### src/rtl/inst_encoder_if.sv
// inst_encoder_if: field-level instruction request channel.
//   valid  request present (master -> slave)
//   ready  slave can accept the request (slave -> master)
//   fmt    format: 0 R, 1 I-ALU, 2 LW, 3 JALR, 4 S, 5 B, 6 U, 7 J
//   funct3 funct3 for R, I-ALU, S and B
//   alt    inst[30] select for SUB, SRA and SRAI
//   rd, rs1, rs2  register fields
//   imm    byte-offset immediate, or the full upper value for U
interface inst_encoder_if;
  logic        valid;
  logic        ready;
  logic [2:0]  fmt;
  logic [2:0]  funct3;
  logic        alt;
  logic [4:0]  rd;
  logic [4:0]  rs1;
  logic [4:0]  rs2;
  logic [31:0] imm;

  modport master (
    output valid, fmt, funct3, alt, rd, rs1, rs2, imm,
    input  ready
  );

  modport slave (
    input  valid, fmt, funct3, alt, rd, rs1, rs2, imm,
    output ready
  );
endinterface

### src/rtl/inst_encoder.sv
// inst_encoder: sequential RV32I instruction encoder and program loader.
// Accepts field-level requests, encodes them into 32-bit instruction words and
// writes them to consecutive instruction memory addresses.
//   clk, rst_n   clock and synchronous active-low reset
//   start        reload pointer from base_addr, clear count/err/full
//   base_addr    first word address after start
//   req          request channel (inst_encoder_if.slave)
//   mem_we       one-cycle write strobe; mem_addr/mem_wdata hold otherwise
//   inst_count   words written since last start or reset
//   full         inst_count == MAX_WORDS
//   err          sticky: at least one request was illegal
//
// state | meaning
// ------+---------------------------------------------------------
// READY | idle, req.ready asserted unless full or start
// ENC   | latched request is encoded and checked for legality
// WR    | mem_we high with registered address and word
module inst_encoder #(
  parameter int ADDR_W    = 12,
  parameter int MAX_WORDS = 2**ADDR_W
) (
  input  logic              clk,
  input  logic              rst_n,
  input  logic              start,
  input  logic [ADDR_W-1:0] base_addr,
  inst_encoder_if.slave     req,
  output logic              mem_we,
  output logic [ADDR_W-1:0] mem_addr,
  output logic [31:0]       mem_wdata,
  output logic [ADDR_W:0]   inst_count,
  output logic              full,
  output logic              err
);

  typedef enum logic [1:0] {READY, ENC, WR} state_t;

  localparam logic [2:0] FMT_R    = 3'd0;
  localparam logic [2:0] FMT_I    = 3'd1;
  localparam logic [2:0] FMT_LW   = 3'd2;
  localparam logic [2:0] FMT_JALR = 3'd3;
  localparam logic [2:0] FMT_S    = 3'd4;
  localparam logic [2:0] FMT_B    = 3'd5;
  localparam logic [2:0] FMT_U    = 3'd6;
  localparam logic [2:0] FMT_J    = 3'd7;

  localparam logic [6:0] OP_R    = 7'b0110011;
  localparam logic [6:0] OP_I    = 7'b0010011;
  localparam logic [6:0] OP_LW   = 7'b0000011;
  localparam logic [6:0] OP_JALR = 7'b1100111;
  localparam logic [6:0] OP_S    = 7'b0100011;
  localparam logic [6:0] OP_B    = 7'b1100011;
  localparam logic [6:0] OP_U    = 7'b0110111;
  localparam logic [6:0] OP_J    = 7'b1101111;

  state_t            state;
  logic [ADDR_W-1:0] ptr;
  logic              we_q;

  logic [2:0]        fmt_q;
  logic [2:0]        f3_q;
  logic              alt_q;
  logic [4:0]        rd_q;
  logic [4:0]        rs1_q;
  logic [4:0]        rs2_q;
  logic [31:0]       imm_q;

  logic [31:0]       word;
  logic              legal;
  logic [6:0]        funct7;
  logic              fits12;
  logic              fits13;
  logic              fits21;

  assign req.ready = (state == READY) & ~full & ~start & rst_n;

  // start aborts a write already in its WR cycle, so the strobe is gated here
  assign mem_we = we_q & ~start;

  assign funct7 = alt_q ? 7'b0100000 : 7'b0000000;
  // signed range checks: the upper bits must be a pure sign extension
  assign fits12 = (&imm_q[31:11]) | ~(|imm_q[31:11]);
  assign fits13 = (&imm_q[31:12]) | ~(|imm_q[31:12]);
  assign fits21 = (&imm_q[31:20]) | ~(|imm_q[31:20]);

  always_comb begin
    word  = '0;
    legal = 1'b0;
    case (fmt_q)
      FMT_R: begin
        word  = {funct7, rs2_q, rs1_q, f3_q, rd_q, OP_R};
        legal = 1'b1;
      end
      FMT_I: begin
        if (f3_q == 3'b001 || f3_q == 3'b101) begin
          word  = {funct7, imm_q[4:0], rs1_q, f3_q, rd_q, OP_I};
          legal = ~(|imm_q[31:5]);
        end else begin
          word  = {imm_q[11:0], rs1_q, f3_q, rd_q, OP_I};
          legal = fits12;
        end
      end
      FMT_LW: begin
        word  = {imm_q[11:0], rs1_q, 3'b010, rd_q, OP_LW};
        legal = fits12;
      end
      FMT_JALR: begin
        word  = {imm_q[11:0], rs1_q, 3'b000, rd_q, OP_JALR};
        legal = fits12;
      end
      FMT_S: begin
        word  = {imm_q[11:5], rs2_q, rs1_q, f3_q, imm_q[4:0], OP_S};
        legal = fits12 & ~f3_q[2] & (f3_q != 3'b011);
      end
      FMT_B: begin
        word  = {imm_q[12], imm_q[10:5], rs2_q, rs1_q, f3_q, imm_q[4:1],
                 imm_q[11], OP_B};
        legal = fits13 & ~imm_q[0] & (f3_q != 3'b010) & (f3_q != 3'b011);
      end
      FMT_U: begin
        word  = {imm_q[31:12], rd_q, OP_U};
        legal = ~(|imm_q[11:0]);
      end
      FMT_J: begin
        word  = {imm_q[20], imm_q[10:1], imm_q[11], imm_q[19:12], rd_q, OP_J};
        legal = fits21 & ~imm_q[0];
      end
      default: begin
        word  = '0;
        legal = 1'b0;
      end
    endcase
  end

  always_ff @(posedge clk) begin
    if (!rst_n) begin
      state      <= READY;
      ptr        <= '0;
      we_q       <= 1'b0;
      mem_addr   <= '0;
      mem_wdata  <= '0;
      inst_count <= '0;
      full       <= 1'b0;
      err        <= 1'b0;
      fmt_q      <= '0;
      f3_q       <= '0;
      alt_q      <= 1'b0;
      rd_q       <= '0;
      rs1_q      <= '0;
      rs2_q      <= '0;
      imm_q      <= '0;
    end else if (start) begin
      state      <= READY;
      ptr        <= base_addr;
      we_q       <= 1'b0;
      inst_count <= '0;
      full       <= 1'b0;
      err        <= 1'b0;
    end else begin
      case (state)
        READY: begin
          if (req.valid && req.ready) begin
            fmt_q <= req.fmt;
            f3_q  <= req.funct3;
            alt_q <= req.alt;
            rd_q  <= req.rd;
            rs1_q <= req.rs1;
            rs2_q <= req.rs2;
            imm_q <= req.imm;
            state <= ENC;
          end
        end
        ENC: begin
          if (legal) begin
            mem_addr  <= ptr;
            mem_wdata <= word;
            we_q      <= 1'b1;
            state     <= WR;
          end else begin
            err   <= 1'b1;
            state <= READY;
          end
        end
        WR: begin
          we_q       <= 1'b0;
          ptr        <= ptr + ADDR_W'(1);
          inst_count <= inst_count + (ADDR_W+1)'(1);
          full       <= (inst_count == (ADDR_W+1)'(MAX_WORDS - 1));
          state      <= READY;
        end
        default: state <= READY;
      endcase
    end
  end

endmodule

### src/flat_wrapper.sv
// flat-port wrapper written by rule: the top's interface ports become plain ports
module inst_encoder_flat 
#(
  parameter int ADDR_W    = 12,
  parameter int MAX_WORDS = 2**ADDR_W
)
  (clk, rst_n, start, base_addr, mem_we, mem_addr, mem_wdata, inst_count, full, err, req_valid, req_fmt, req_funct3, req_alt, req_rd, req_rs1, req_rs2, req_imm, req_ready);
  inst_encoder_if req_i ();
  input  logic clk;
  input  logic rst_n;
  input  logic start;
  input  logic [ADDR_W-1:0] base_addr;
  output logic mem_we;
  output logic [ADDR_W-1:0] mem_addr;
  output logic [31:0] mem_wdata;
  output logic [ADDR_W:0] inst_count;
  output logic full;
  output logic err;
  input wire logic [$bits(req_i.valid)-1:0] req_valid;
  input wire logic [$bits(req_i.fmt)-1:0] req_fmt;
  input wire logic [$bits(req_i.funct3)-1:0] req_funct3;
  input wire logic [$bits(req_i.alt)-1:0] req_alt;
  input wire logic [$bits(req_i.rd)-1:0] req_rd;
  input wire logic [$bits(req_i.rs1)-1:0] req_rs1;
  input wire logic [$bits(req_i.rs2)-1:0] req_rs2;
  input wire logic [$bits(req_i.imm)-1:0] req_imm;
  output wire logic [$bits(req_i.ready)-1:0] req_ready;
  assign req_i.valid = req_valid;
  assign req_i.fmt = req_fmt;
  assign req_i.funct3 = req_funct3;
  assign req_i.alt = req_alt;
  assign req_i.rd = req_rd;
  assign req_i.rs1 = req_rs1;
  assign req_i.rs2 = req_rs2;
  assign req_i.imm = req_imm;
  assign req_ready = req_i.ready;
  inst_encoder #(.ADDR_W(ADDR_W), .MAX_WORDS(MAX_WORDS)) u_core (.clk(clk), .rst_n(rst_n), .start(start), .base_addr(base_addr), .req(req_i), .mem_we(mem_we), .mem_addr(mem_addr), .mem_wdata(mem_wdata), .inst_count(inst_count), .full(full), .err(err));
endmodule
### config.mk
export PLATFORM = sky130hd
export DESIGN_NAME = inst_encoder_flat
export DESIGN_NICKNAME = d
export VERILOG_FILES = /design/src/rtl/inst_encoder_if.sv /design/src/rtl/inst_encoder.sv /design/src/flat_wrapper.sv
export SDC_FILE = /design/constraint.sdc
export NUM_CORES = 1
export LEC_CHECK = 0
export ABC_CLOCK_PERIOD_IN_PS = 2900
export CORE_MARGIN = 4
export CORE_UTILIZATION = 40
export DETAILED_ROUTE_END_ITERATION = 6
export GPL_TIMING_DRIVEN = 0
export HOLD_SLACK_MARGIN = 0.05
export MAX_ROUTING_LAYER = met4
export PLACE_DENSITY = 0.66
export SYNTH_ARGS = -nofsm -noshare
export SYNTH_HDL_FRONTEND = slang
export SYNTH_SLANG_ARGS = --single-unit
### constraint.sdc
create_clock -name clk -period 2.9 [get_ports clk]
set_clock_uncertainty 0.15 [all_clocks]
set_input_delay 0.58 -clock clk [delete_from_list [all_inputs] [get_ports clk]]
set_output_delay 0.58 -clock clk [all_outputs]
set_load 0.1 [all_outputs]
# Yosys cells after proc, flatten, opt, wreduce, memory -nomap -nowiden
# Index checks and enable logic that the tools add are counted.
[op_classes]
n_bitwise = 24
add_sub_neg = 2
reduce_logical = 20
muxes = 12
eq_ne = 16
[ops]
columns = ["operator", "n"]
rows = [
  ["case mux 32 bit (8 select lines)", 1],
  ["2-to-1 mux 32 bit", 1],
  ["OR reduction 27 bit", 1],
  ["2-to-1 mux 12 bit", 2],
  ["OR reduction 12 bit", 2],
  ["AND reduction 21 bit", 1],
  ["OR reduction 21 bit", 1],
  ["AND reduction 20 bit", 1],
  ["OR reduction 20 bit", 1],
  ["equality test 3 bit (second input constant)", 5],
  ["adder 13 x 1 -> 13 bit (second input constant)", 1],
  ["equality test 13 x 12 -> 1 bit (second input constant)", 1],
  ["adder 12 x 1 -> 12 bit (second input constant)", 1],
  ["AND reduction 12 bit", 1],
  ["NOT 1 bit", 11],
  ["bitwise AND 1 bit", 10],
  ["case mux 1 bit (7 select lines)", 1],
  ["equality test 3 x 1 -> 1 bit (second input constant)", 2],
  ["equality test 3 x 2 -> 1 bit (second input constant)", 2],
  ["2-to-1 mux 6 bit", 1],
  ["!= test 3 x 2 -> 1 bit (second input constant)", 2],
  ["AND reduction 3 bit", 2],
  ["2-to-1 mux 2 bit", 2],
  ["case mux 2 bit (2 select lines)", 1],
  ["14 further kinds", 20],
]
[word_totals]
elab_cells = 89
input_bits = 70
ff_bits = 128

# Logic depth before layout (Yosys ltp)
# Gate-level depths: netlist (run 1).
[depth]
word_depth = 9
depth_mapped = 9

# Least setup slack after synthesis (run 1)
# No wires, ideal clock.
[synth_timing]
kind = "input to register"
startpoint = "input port start"
endpoint = "register u_core.fmt_q[0]"
path_slack_ns = -2.702
stages = 8
n_path_buf = 1
arrival_ns = 5.377
setup_ns = 0.076
path_cell_list = "inv_1 -> nand2_1 -> nor4_1 -> nand2_1 -> inv_2 -> buf_1 -> nand2_1 -> a21boi_0"
[synth_between]
elab_chain_len = 5
[synth_lines]
columns = ["element", "line", "rtl"]
rows = [
  ["from (decl)", "flat_wrapper.sv:11", "input logic start;"],
  ["NOT 1 bit", "inst_encoder.sv:74", "assign req.ready = (state == READY) & ~full & ~start & rst_n;"],
  ["bitwise AND 1 bit (2 in series)", "inst_encoder.sv:74", ""],
  ["via req_ready", "flat_wrapper.sv:27", "output wire logic [$bits(req_i.ready)-1:0] req_ready;"],
  ["logical AND 1 bit", "inst_encoder.sv:161", "if (req.valid && req.ready) begin"],
  ["AND reduction 3 bit (no source line)", "-", ""],
  ["to (signal assigned)", "inst_encoder.sv:162", "fmt_q <= req.fmt;"],
  ["to (decl)", "inst_encoder.sv:59", "logic [2:0] fmt_q;"],
]
# The timed path passes the listed nets, and every way through them passes these cells.
# A chain may end at the register's enable or synchronous reset.

# Worst setup path after layout (run 1)
[layout_timing]
startpoint = "input port start"
endpoint = "output port mem_we"
[layout_between]
elab_chain_len = 2
[layout_lines]
columns = ["element", "line", "rtl"]
rows = [
  ["NOT 1 bit", "inst_encoder.sv:77", "assign mem_we = we_q & ~start;"],
  ["bitwise AND 1 bit", "inst_encoder.sv:77", ""],
  ["to (decl)", "flat_wrapper.sv:13", "output logic mem_we;"],
]
# Every way passes these cells.

==> results.txt, run 1 <==
IO Pins: 131
post-synthesis sequential area ratio: 43.9%
via count: 5,431
Slew @ Worst Pin: 1000 ps
worst r2r src: u_core.imm_q[28]
Max Slew Vio Count: 0
hold depth: 2
sw frac: 24.7%
Worst-path clk slew: 50 ps
Row Count: 43
LEAKAGE: 2.96 nW
Synth Area in Compound Gates: 18.5%
f_max: 0.351 GHz
initial DRC count: 340
FF+latch count, synth: 127
Comb pwr share: 11.3%
vias in the first global route: 5,338
clock group share of total power: 45.7%
Die Y: 128 µm
worst vdd ir: 0.000393 V
r2r endpoint: u_core.mem_wdata[30]
ys async rst share: 0%
Hold Buf Count CTS: 0
Worst Path Arrival: 2120 ps
Antenna Cells: 0
largest family of logic cells by synthesized area: simple AND/OR/NAND/NOR gates
max-cap violations: 0
Internal: 3.23 mW
Vias/cell: 5.31
fraction of final layout cells sized beyond drive strength 1: 7.59%
dpl hpwl: 13.5 mm
post-synthesis cell type count: 56
drt pass-1 iters: 5
DRT antenna net count: 0
largest net degree at the start of global routing: 17
RSZ-0062 raised after global routing: false
routability cong.: 0.917
Mapped Nets: 754
hold_ws: 301 ps
# setup viols final: 0
Root Buffer: clkbuf_16
top-count cell post-synth: nand2_1
DR DRC count: 0
Initial Util: 41.3%
die width: 128 µm
fin cells: 1,023
area delta synth->final: 37.0%
nets: 904
antenna violations before repair: 0
All-Layer GR Usage: 22.1%
first-pass GRT wire length: 27.6 mm
Pwr Density: 541 nW/µm²
largest area contributor in the netlist: dfxtp_1
post-synthesis adder-cell area fraction: 0.432%
Max transition margin: 33.0%
Routed WL: 17.5 mm
fin crit share: 98.3%
CTS tree: yes
Final Hold Viols: 0
Core ar.: 14,000 µm²
Crit. End Element: primary output
Seq pwr share: 42.9%
WS Path Type: input port to primary output
CTS Sinks: 127
worst hold path type: flop to flop
CTS buffer count: 17
Worst R2R Path Depth: 7
Pwr Total: 4.29 mW
mux share of post-synthesis cell area: 7.84%
Net Sw Power: 1.06 mW
crit path max fanout: 10
Post-synth top flop: dfxtp_1
Synth top area share: 43.9%
Hold Crit Start: u_core.alt_q
simple-gate share of the synthesized area: 22.4%
Startpoint Class: input port
H-tree depth: 4
die area: 16,500 µm²
Avg Inst Size Synth: 8.50 µm²
Hold EP: u_core.alt_q
Longest Clk Path Bufs: 2
outcome: finished clean
setup TNS: 0 ps
yosys warns: 0
post-synthesis xor/xnor area fraction: 3.17%
minimum setup slack among reg-to-reg paths: 110 ps
crit path time final: 2850 ps
synth cell count leaders: nand2_1, dfxtp_1, a21boi_0
Req. time, crit path: 2170 ps
EDFF count, synth: 0
Worst-Skew Late Latency: 420 ps
WL per Instance: 17.1 µm
Mapped Cells: 682
Port Buffers: 130
mapped cell area: 5800 µm²
top cells by area, synth: dfxtp_1, nand2_1, mux2i_1, a21boi_0, o21ai_0
GRT overflow: 0
dpl cells: 992
[flip-flops by register name, summed over array words and instances, names as in the netlist, 5 cells and up]
register / cells
u_core.imm_q: 32
u_core.rs1_q: 5
u_core.mem_wdata: 31
u_core.rs2_q: 5
u_core.ptr: 12
u_core.mem_addr: 12
u_core.inst_count: 13
u_core.rd_q: 5
[repair_timing]
action | CTS | global route
endpoints found under the setup margin | 2 | 39
setup buffers | 0 | 1
gates resized for setup | 10 | 2
endpoints found under the hold margin | 0 | 0
pin swaps | 0 | 1
[routing by layer]
| metal | vias up | share of wire [%] | GRT usage (%) |
|---|---|---|---|
| li1 | 2678 | - | - |
| met1 | 2571 | 46 | 28.4 |
| met2 | 163 | 48 | 34.8 |
| met3 | 19 | 5.8 | 5.23 |
| met4 | 0 | 0.91 | 6.49 |
| met5 | - | 0 | - |
[cells by family (layout without fill, tap and decap cells)]
family / after synthesis / count (layout)
DFF: 127 / 127
AOI/OAI and AO/OA: 146 / 146
and+or+nand+nor: 288 / 288
buffers and inverters: 54 / 215
adders and majority gates: 2 / 2
muxes: 44 / 44
xor gates and xnor gates: 21 / 21
[cell usage in the layout (no fill, tap or decap), types with 4 or more instances in the layout]
master | synthesis | layout
xor2_1 | 13 | 13
dfxtp_1 | 127 | 127
buf_6 | 0 | 5
nor2_1 | 20 | 20
o21ai_1 | 5 | 5
buf_2 | 9 | 9
o221ai_1 | 7 | 7
a21boi_0 | 55 | 6
clkbuf_1 | 28 | 30
nor3_1 | 5 | 5
nor4_1 | 7 | 6
buf_1 | 10 | 6
nand2b_1 | 9 | 9
and2_1 | 8 | 8
inv_1 | 5 | 4
or3_1 | 4 | 4
nand4_1 | 13 | 13
xnor2_1 | 8 | 8
a21oi_1 | 14 | 14
o22ai_1 | 4 | 4
mux2i_1 | 42 | 42
nand3_1 | 9 | 9
o21ai_0 | 27 | 27
clkbuf_16 | 0 | 17
clkdlybuf4s50_1 | 0 | 128
a21o_1 | 4 | 4
o311a_1 | 13 | 13
nand2_1 | 191 | 189
a21boi_1 | 1 | 50
[critical path: stages]
cell and delay, ps:
clkdlybuf4s50_1 480, clkbuf_2 280, nor2b_2 220, clkdlybuf4s18_2 560
[worst max path at each step]
stage / slack, ps / startpoint / cells past startpoint / end
2_1_floorplan: -50 / start / 8 / u_core.imm_q[17]
3_3_place_gp: -710 / start / 5 / req_ready
3_5_place_dp: -730 / start / 5 / req_ready
4_1_cts: 40 / start / 4 / mem_we
5_1_grt: 4 / start / 4 / mem_we
6_report: 50 / start / 4 / mem_we
[through the flow]
step / worst slack (ps) / util [%] / area (µm²)
2_1_floorplan: -45.2 / - / 5870
3_3_place_gp: -715 / 52.7 / 7390
3_5_place_dp: -732 / 52.7 / 7390
4_1_cts: 36.3 / 56.5 / 7940
5_1_grt: 3.74 / 56.6 / 7940
6_report: 48.4 / 56.6 / 7940
[final cells by class]
cell class              instances  area [µm²]
clock inverters                 6        60.1
inverters                       6        28.8
well taps                     180         225
clock buffers                  24         482
multi-input cells             501        3060
plain buffers                  48         234
repair buffers                131        1310
fillers                      1271        6100
flip-flops and latches        127        2540
[power groups by stage]
stage          registers, mW  clock network [mW]  logic (mW)
6_report                1.84                1.96       0.487
5_1_grt                 1.85                2.07       0.522
4_1_cts                 1.84                2.00       0.488
3_5_place_dp            1.88                   0       0.486
3_3_place_gp            1.88                   0       0.481
2_1_floorplan           1.94                   0       0.217
(Power assumes the default switching activity.)
==> run 2: changes to the inputs <==
--- a/config.mk
+++ b/config.mk
@@ -5,14 +5,15 @@
 export SDC_FILE = /design/constraint.sdc
 export NUM_CORES = 1
 export LEC_CHECK = 0
-export ABC_CLOCK_PERIOD_IN_PS = 2900
+export ABC_CLOCK_PERIOD_IN_PS = 2600
+export CAP_MARGIN = 20
 export CORE_MARGIN = 4
 export CORE_UTILIZATION = 40
 export DETAILED_ROUTE_END_ITERATION = 6
 export GPL_TIMING_DRIVEN = 0
 export HOLD_SLACK_MARGIN = 0.05
 export MAX_ROUTING_LAYER = met4
-export PLACE_DENSITY = 0.66
+export PLACE_DENSITY = 0.68
 export SYNTH_ARGS = -nofsm -noshare
 export SYNTH_HDL_FRONTEND = slang
 export SYNTH_SLANG_ARGS = --single-unit
==> constraint.sdc (replaced) <==
create_clock -name clk -period 2.6 [get_ports clk]
set_clock_uncertainty 0.15 [all_clocks]
set_input_delay 0.52 -clock clk [delete_from_list [all_inputs] [get_ports clk]]
set_output_delay 0.52 -clock clk [all_outputs]
set_load 0.1 [all_outputs]
==> results.txt, run 2 (synthesis results as in run 1) <==
outcome: finished clean
initial DRC count: 361 (+6.2%)
Initial Util: 41.3% (unchanged)
crit path time final: 2560 ps
WL per Instance: 17.4 µm (+1.9%)
first-pass GRT wire length: 28.0 mm (+1.4%)
fin crit share: 98.5%
Hold Buf Count CTS: 0 (unchanged)
vias in the first global route: 5,470 (+2.5%)
# fillers: 1,234 (-2.9%)
Buf/Inv on CP: 1 (-2)
CTS buffer count: 17 (unchanged)
slowest stage cell, crit path: clkdlybuf4s50_1
WS Path Type: flop to primary output
Root Buffer: clkbuf_16
Vias/cell: 5.37 (+1.2%)
Req. time, crit path: 1930 ps (-240 ps)
worst vdd ir: 0.000448 V (+14%)
Core ar.: 14,000 µm² (unchanged)
Die Y: 128 µm (unchanged)
Worst-Skew Late Latency: 420 ps (about the same)
drt pass-1 iters: 5 (unchanged)
Routed WL: 17.8 mm (+2.2%)
All-Layer GR Usage: 22.4% (+0.30 points)
DRT antenna net count: 0 (unchanged)
Worst-path clk slew: 50 ps (about the same)
r2r endpoint: u_core.mem_addr[3]
minimum setup slack among reg-to-reg paths: 70 ps (-40 ps)
H-tree depth: 4 (unchanged)
CTS tree: yes
Pwr Density: 620 nW/µm² (+15%)
# setup viols final: 0 (unchanged)
Startpoint Class: flop
Worst R2R Path Depth: 8 (+1)
Largest register FFs: 32 (unchanged)
CTS Sinks: 127 (unchanged)
commonest non-fill, non-tap cell in the layout: nand2_1
Slew @ Worst Pin: 1000 ps (+1.70 ps)
Worst Path Arrival: 1890 ps (-230 ps)
Hold EP: u_core.mem_wdata[3]
Max Slew Vio Count: 0 (unchanged)
Row Count: 43 (unchanged)
GRT overflow: 0 (unchanged)
Port Buffers: 130 (unchanged)
largest net degree at the start of global routing: 17 (unchanged)
f_max: 0.390 GHz
Hold Crit Start: u_core.mem_wdata[3]
hold_ws: 308 ps (+7.18 ps)
IO Pins: 131 (unchanged)
Pwr Total: 5.02 mW (+17%)
DR DRC count: 0 (unchanged)
family with the most delay on the worst path: buffers and inverters
LEAKAGE: 3.37 nW (+14%)
routability cong.: 0.935 (+2.0%)
Crit. End Element: primary output
cell chain of the critical path: clkdlybuf4s50_1
worst r2r src: u_core.fmt_q[2]
commonest cells after routing, fill and taps aside: nand2_1, dfxtp_1, clkdlybuf4s50_1
Largest regs: u_core.imm_q x32, u_core.mem_wdata x31, u_core.inst_count x13
Longest Clk Path Bufs: 2 (unchanged)
die width: 128 µm (unchanged)
Antenna Cells: 0 (unchanged)
antenna violations before repair: 0 (unchanged)
Max transition margin: 33.0% (about the same)
nets: 906 (+0.22%)
max incr delay on CP: 1140 ps (+580 ps)
Final Hold Viols: 0 (unchanged)
fraction of final layout cells sized beyond drive strength 1: 9.69% (+2.1 points)
die area: 16,500 µm² (unchanged)
crit path max fanout: 2 (-8)
Biggest register: u_core.imm_q
RSZ-0062 raised after global routing: true
worst hold path type: flop to flop
dpl hpwl: 13.5 mm (-0.16%)
utilization after layout: 57.7% (+1.2 points)
via count: 5,512 (+1.5%)
hold depth: 2 (unchanged)
area delta synth->final: 39.9%
max-cap violations: 0 (unchanged)
==> run 2: cell types whose count changed in the layout (fill, tap and decap cells not counted), moves of 13 or more <==
cell             previous run  this run
a21boi_1                   50        13
dlygate4sd2_1               0        23
a21boi_0                    6        43
clkdlybuf4s50_1           128        92
buf_4                       3        16
dlymetal6s2s_1              0        13
==> run 2: metal layers <==
layer  GRT usage (%)  vias up  part of all wire, %
li1                -     2679                    -
met1            28.8     2630                   46
met2            35.2      176                   47
met3            4.65       27                  5.5
met4            7.68        0                  1.6
met5               -        -                    0
==> run 2: through the flow <==
stage	TNS, ps	area (µm²)	setup WS, ps	std cells
after CTS	0	7990	0.808	1027
after global placement	-12770	7380	-806	992
after detailed placement	-11220	7380	-818	992
after floorplan	-8660	5860	-185	682
final	0	8110	38.5	1026
after global routing	-27.8	8110	-14.5	1026
==> run 2: timing repair <==
item	in CTS	in global routing
resized for setup	36	44
buffers inserted	4	0
endpoints found under the setup margin	69	58
pin swaps	2	2
gates cloned	0	0
==> run 2: layout make-up <==
class	count	area, µm²	area share, %
clock buffer	25	495	6.11
inverter	6	28.8	0.355
tap	180	225	2.78
sequential	127	2550	31.5
multi-input combinational	501	3130	38.6
clock inverter	6	105	1.30
buffer	47	238	2.93
timing repair buffer	134	1330	16.4
==> run 2: worst reg2reg max path, delay by kind of cell (launching register included) <==
kind	cells	cell delay, ps
and+or+nand+nor	3	690
DFF	1	300
AOI/OAI and AO/OA	2	680
muxes	1	210
buffers and inverters	2	410
==> run 2: worst max path at each step <==
stage / from / end / slack [ps] / depth (start not counted)
after global placement: start / mem_we / -810 / 4
final: u_core.mem_wdata[29] / mem_wdata[29] / 40 / 1
after CTS: u_core.mem_wdata[8] / mem_wdata[8] / 0.8 / 1
after global routing: u_core.fmt_q[0] / u_core.mem_addr[3] / -10 / 8
after floorplan: start / u_core.fmt_q[2] / -180 / 8
after detailed placement: start / mem_we / -820 / 4
==> run 2: report_power, final <==
part / switching, mW / total [mW] / internal [mW]
clock network: 0.818 / 2.42 / 1.60
logic: 0.313 / 0.545 / 0.232
registers: 0.0597 / 2.06 / 2.00
==> run 3: changes to the inputs <==
--- a/config.mk
+++ b/config.mk
@@ -8,12 +8,12 @@
 export ABC_CLOCK_PERIOD_IN_PS = 2600
 export CAP_MARGIN = 20
 export CORE_MARGIN = 4
-export CORE_UTILIZATION = 40
+export CORE_UTILIZATION = 46
 export DETAILED_ROUTE_END_ITERATION = 6
 export GPL_TIMING_DRIVEN = 0
 export HOLD_SLACK_MARGIN = 0.05
 export MAX_ROUTING_LAYER = met4
-export PLACE_DENSITY = 0.68
+export PLACE_DENSITY = 0.77
 export SYNTH_ARGS = -nofsm -noshare
 export SYNTH_HDL_FRONTEND = slang
 export SYNTH_SLANG_ARGS = --single-unit
==> results.txt, run 3 (synthesis results as in run 1) <==
drt pass-1 iters: 5 (unchanged)
Pwr Total: 5.19 mW (+3.3%)
Req. time, crit path: 1930 ps (about the same)
Pwr Density: 636 nW/µm² (+2.6%)
# setup viols final: 0 (unchanged)
area delta synth->final: 40.8%
H-tree depth: 4 (unchanged)
hold depth: 2 (unchanged)
commonest cells after routing, fill and taps aside: nand2_1, dfxtp_1, clkdlybuf4s50_1
nets: 907 (+0.11%)
DR DRC count: 0 (unchanged)
fin cells: 1,016 (-0.97%)
Row Count: 40 (-7.0%)
Longest Clk Path Bufs: 2 (unchanged)
WL per Instance: 17.2 µm (-1.0%)
Worst R2R Path Depth: 8 (unchanged)
IO Pins: 131 (unchanged)
Worst-Skew Late Latency: 420 ps (about the same)
Core ar.: 12,200 µm² (-13%)
Max Slew Vio Count: 0 (unchanged)
first-pass GRT wire length: 27.6 mm (-1.2%)
Antenna Cells: 0 (unchanged)
fraction of final layout cells sized beyond drive strength 1: 10.7% (+1.0 points)
Final Hold Viols: 0 (unchanged)
worst vdd ir: 0.000324 V (-28%)
fin crit share: 98.6% (+0.13 points)
worst r2r src: u_core.imm_q[31]
Routed WL: 17.5 mm (-2.0%)
vias in the first global route: 5,508 (+0.69%)
Slew @ Worst Pin: 1010 ps (+10.6 ps)
dpl hpwl: 12.9 mm (-4.6%)
Max transition margin: 32.7% (-0.33 points)
f_max: 0.390 GHz (-0.13%)
max-cap violations: 0 (unchanged)
Biggest register: u_core.imm_q
largest net degree at the start of global routing: 17 (unchanged)
antenna violations before repair: 0 (unchanged)
max incr delay on CP: 1140 ps (about the same)
Port Buffers: 130 (unchanged)
Buf/Inv on CP: 1 (unchanged)
Root Buffer: clkbuf_16
routability cong.: 0.910 (-2.7%)
CTS buffer count: 17 (unchanged)
r2r endpoint: u_core.mem_wdata[25]
die area: 14,500 µm² (-12%)
hold_ws: 306 ps (-1.68 ps)
GRT overflow: 0 (unchanged)
DRT antenna net count: 0 (unchanged)
family with the most delay on the worst path: buffers and inverters
Hold Crit Start: u_core.mem_addr[10]
Worst Path Arrival: 1890 ps (about the same)
outcome: finished clean
via count: 5,556 (+0.80%)
final instance area: 8160 µm² (+0.68%)
LEAKAGE: 3.43 nW (+1.7%)
dpl cells: 980 (-1.2%)
CTS tree: yes
initial DRC count: 452 (+25%)
cell area after placement: 7370 µm² (-0.20%)
die width: 120 µm (-6.3%)
Largest regs: u_core.imm_q x32, u_core.mem_wdata x31, u_core.inst_count x13
WS Path Type: flop to primary output
crit path max fanout: 2 (unchanged)
Initial Util: 47.7% (+6.4 points)
Hold Buf Count CTS: 0 (unchanged)
minimum setup slack among reg-to-reg paths: 70 ps (about the same)
Die Y: 120 µm (-6.3%)
CTS Sinks: 127 (unchanged)
All-Layer GR Usage: 24.6% (+2.2 points)
crit path time final: 2560 ps (+3.43 ps)
Worst-path clk slew: 60 ps (about the same)
worst hold path type: flop to flop
Vias/cell: 5.47 (+1.8%)
commonest non-fill, non-tap cell in the layout: nand2_1
Largest register FFs: 32 (unchanged)
Crit. End Element: primary output
Hold EP: u_core.mem_addr[10]
cell chain of the critical path: clkdlybuf4s50_1
slowest stage cell, crit path: clkdlybuf4s50_1
Startpoint Class: flop
## run 3: routing by layer
metal	part of all wire [%]	GRT usage, %	up-vias
li1	-	-	2682
met1	45	31.5	2617
met2	47	39.3	220
met3	6.6	5.75	37
met4	1.7	6.87	0
met5	0	-	-
## run 3: final cells by class
type                            instances  area [µm²]
Clock inverter                         10         158
Sequential cell                       127        2550
Multi-Input combinational cell        501        3140
Clock buffer                           22         484
Tap cell                              168         210
Inverter                                6        28.8
Buffer                                 48         243
Fill cell                            1006        4000
Timing Repair Buffer                  134        1350
## run 3: power by group
group          internal, mW  switching, mW
clock                  1.70          0.876
combinational         0.237          0.315
sequential             2.00         0.0589
## run 3: what timing repair did
item | 4_1_cts | 5_1_grt
setup buffers | 4 | 0
resized for setup | 38 | 47
cloned | 0 | 0
pin swaps | 2 | 2
endpoints found under the setup margin | 66 | 61
## run 3: metrics by stage
step | worst slack (ps) | util, % | TNS [ps]
after floorplan | -185 | - | -8660
after global placement | -796 | 60.6 | -7450
after detailed placement | -790 | 60.6 | -8900
after CTS | 1.86 | 66.2 | 0
after global routing | -60.4 | 67.1 | -843
final | 35.1 | 67.1 | 0
## run 3: how the worst max path moves through the flow
stage | startpoint | to | slack [ps] | cells past startpoint
after floorplan | start | u_core.fmt_q[2] | -180 | 8
after global placement | start | mem_we | -800 | 4
after detailed placement | start | mem_we | -790 | 4
after CTS | u_core.mem_wdata[1] | mem_wdata[0] | 2 | 1
after global routing | u_core.fmt_q[0] | u_core.mem_wdata[25] | -60 | 9
final | u_core.mem_wdata[18] | mem_wdata[18] | 40 | 1
==> variant 1, RTL diff (settings of run 1) <==
Re-encode `state_t` (3 states) as one-hot, 3 bits wide.
--- a/src/rtl/inst_encoder.sv
+++ b/src/rtl/inst_encoder.sv
@@ -34,3 +34,3 @@
 
-  typedef enum logic [1:0] {READY, ENC, WR} state_t;
+  typedef enum logic [2:0] {READY = 3'b001, ENC = 3'b010, WR = 3'b100} state_t;
 
Function: same outputs for any inputs over 4 cycles, from zero or initial values and one cycle with rst_n low; so few cycles prove little.
==> variant 1 against run 1 <==
Maximum frequency grew 2.3%; combinational power shrank 30%; final cell count is essentially flat; worst setup slack gained 65 ps; sequential cell count grew 1; final area is essentially flat; area after synthesis shrank 0.22%; wire length shrank 4.8%; total power grew 2.8%; die area shrank 0.20%; critical path type is now reg2out; largest power group unchanged; highest routed layer unchanged.
==> variant 1: results (changes against run 1) <==
* Final GP Congestion at 0.846 (-7.7%)
* Vias in the first global route at 5297 (-0.77%)
* DR iter-0 viols at 264 (-22%)
* Unique masters post-synth at 55 (-1.8%)
* Post-synth top cells: nand2_1 (210), dfxtp_1 (128), a21boi_0 (54), mux2i_1 (43), clkbuf_1 (30)
* WL met1 at 7.74 mm (-2.8%)
* Power share of the clock group at 50.6% (+4.9 points)
* Met3 wire length at 829 µm (-18%)
* First-pass GRT wire length at 26.9 mm (-2.4%)
* Placement Cell Area at 7320 µm² (-0.98%)
* Status: finished clean
* M3 GR Usage at 4.04% (-1.2 points)
* Met2 Track Usage GR at 33.5% (-1.3 points)
* Reg-to-reg slack, setup at 160 ps (+50 ps)
* Max IR drop VDD at 369 µV (-6.1%)
* Layout cell share with drive strength beyond 1 at 8.19% (+0.60 points)
* Pre-antenna DRT Iters at 4 (-1)
* Sequential area share after synthesis at 44.3% (+0.44 points)
* Crit path to: inst_count[2]
* Post-synthesis mux area share at 9.97% (+2.1 points)
* Post-Synth Adder-Cell Area at 0.433% (+0.00093 points)
* R2r endpoint: u_core.mem_wdata[24]
* Synth Area in XOR/XNOR at 3.03% (-0.14 points)
* Slowest stage delay, CP at 1190 ps (+630 ps)
* Layout filler cell count at 1296 (+2.0%)
* Synth Area in Compound Gates at 15.9% (-2.6 points)
* Inst Count DP at 991 (-0.10%)
* Fin crit share at 96.1% (-2.2 points)
* RR Startpoint: u_core.fmt_q[0]
* Gr usage total at 21.4% (-0.71 points)
[variant 1: worst min-delay path by stage]
stage / startpoint / end / slack (ps) / cells past startpoint
global placement: u_core.mem_addr[9] / u_core.mem_addr[9] / 300 / 2
finish: u_core.mem_addr[10] / u_core.mem_addr[10] / 310 / 2
CTS: u_core.mem_addr[10] / u_core.mem_addr[10] / 310 / 2
global route: u_core.mem_wdata[11] / u_core.mem_wdata[11] / 330 / 2
floorplan: u_core.rs1_q[0] / u_core.rs1_q[0] / 290 / 2
detailed placement: u_core.mem_addr[10] / u_core.mem_addr[10] / 300 / 2
[variant 1: final cells by class]
cell class / instances / area, µm² / share of cell area [%]
multi-input cells: 499 / 2990 / 37.6
flip-flops and latches: 128 / 2560 / 32.2
repair buffers: 129 / 1290 / 16.2
clock buffers: 27 / 533 / 6.71
well taps: 180 / 225 / 2.83
plain buffers: 46 / 224 / 2.82
clock inverters: 4 / 95.1 / 1.20
inverters: 9 / 33.8 / 0.425
==> variant 2, RTL diff (flow settings as in run 1) <==
Without the edit above. `ADDR_W` is set to 12 in 2 places; all go to 14.
--- a/src/rtl/inst_encoder.sv
+++ b/src/rtl/inst_encoder.sv
@@ -18,3 +18,3 @@
 module inst_encoder #(
-  parameter int ADDR_W    = 12,
+  parameter int ADDR_W    = 14,
   parameter int MAX_WORDS = 2**ADDR_W
--- a/src/flat_wrapper.sv
+++ b/src/flat_wrapper.sv
@@ -3,3 +3,3 @@
 #(
-  parameter int ADDR_W    = 12,
+  parameter int ADDR_W    = 14,
   parameter int MAX_WORDS = 2**ADDR_W
Ports: changed (resized base_addr, inst_count and mem_addr); port bits go from 131 to 137. No check against the original RTL was run, so the function may have changed too.
==> variant 2 against run 1 <==
Final cell count up 4.0%; die area up 3.3%; sequential cell count up 6; worst setup slack better by 16 ps; sequential power up 4%; area after synthesis up 3.5%; final area up 4.4%; wire length down 1.1%; core utilization up 0.27 points; clock power up 17%; total power up 7.9%; non-clock buffer count up 5; register-to-register slack better by 280 ps; largest cell class unchanged; highest routed layer unchanged.
==> variant 2: results (changes against run 1) <==
* Status: finished clean
* Clock network area share at 7.67% (+0.84 points)
* IO Port Bufs at 136 (+4.6%)
* Post-Synth Adder-Cell Area at 0.417% (-0.015 points)
* NumNets Final at 941 (+4.1%)
* Layout cell share with drive strength beyond 1 at 7.16% (-0.43 points)
* Gr usage total at 21.3% (-0.88 points)
* Vias in the first global route at 5392 (+1.0%)
* Repair and plain buffers at 184 (+2.8%)
* Slowest stage delay, CP at 650 ps (+90 ps)
* Worst rel slew slack at 31.5% (-1.5 points)
* Int Power at 3590 µW (+11%)
* Max IR drop VDD at 382 µV (-2.6%)
* Final GP Congestion at 0.915 (-0.17%)
* #FFs+latches synth at 133 (+4.7%)
* First-pass GRT wire length at 27.3 mm (-0.95%)
* Multi-input logic area at 3110 µm² (+1.6%)
* Post-synth top cells: nand2_1 (219), dfxtp_1 (133), a21boi_0 (53), mux2i_1 (49), clkbuf_1 (34)
* Cts repair resizes at 8 (-2)
* R2R depth at 9 (+2)
* Nonclk inv count at 7 (+1)
* Total power at 4630 µW (+7.9%)
* Unique masters post-synth at 46 (-18%)
* Comb. pwr at 426 µW (-13%)
* Detailed Place HPWL at 13.3 mm (-1.7%)
* Synth top area cells: dfxtp_1 (44%), nand2_1 (14%), mux2i_1 (8.2%)
* Synth Area in XOR/XNOR at 4.09% (+0.91 points)
* RR Startpoint: u_core.fmt_q[2]
* Clkbuf count at 23 (-4.2%)
## variant 2: stage by stage
stage	setup slack [ps]	instances	area (µm²)	TNS [ps]	hold WS, ps
after floorplan	5.79	712	6070	0	290
after global placement	-665	1032	7660	-1230	296
after detailed placement	-658	1032	7660	-1210	302
after CTS	19.8	1064	8290	0	309
after global routing	21.1	1064	8290	0	325
final	64.1	1064	8290	0	307
## variant 2: path summary, 6_finish.rpt
kind | end | slack, ps
max | req_ready | 60
min | u_core.mem_addr[12] | 310
max reg2reg | u_core.mem_wdata[15] | 390
min reg2reg | u_core.mem_addr[12] | 310
## variant 2: metal layers
| layer | track usage (%) | wire length (µm) | vias up |
|---|---|---|---|
| li1 | - | - | 2730 |
| met1 | 27.0 | 7770 | 2578 |
| met2 | 33.8 | 8290 | 156 |
| met3 | 4.96 | 926 | 26 |
| met4 | 6.35 | 269 | 0 |
| met5 | - | 0 | - |
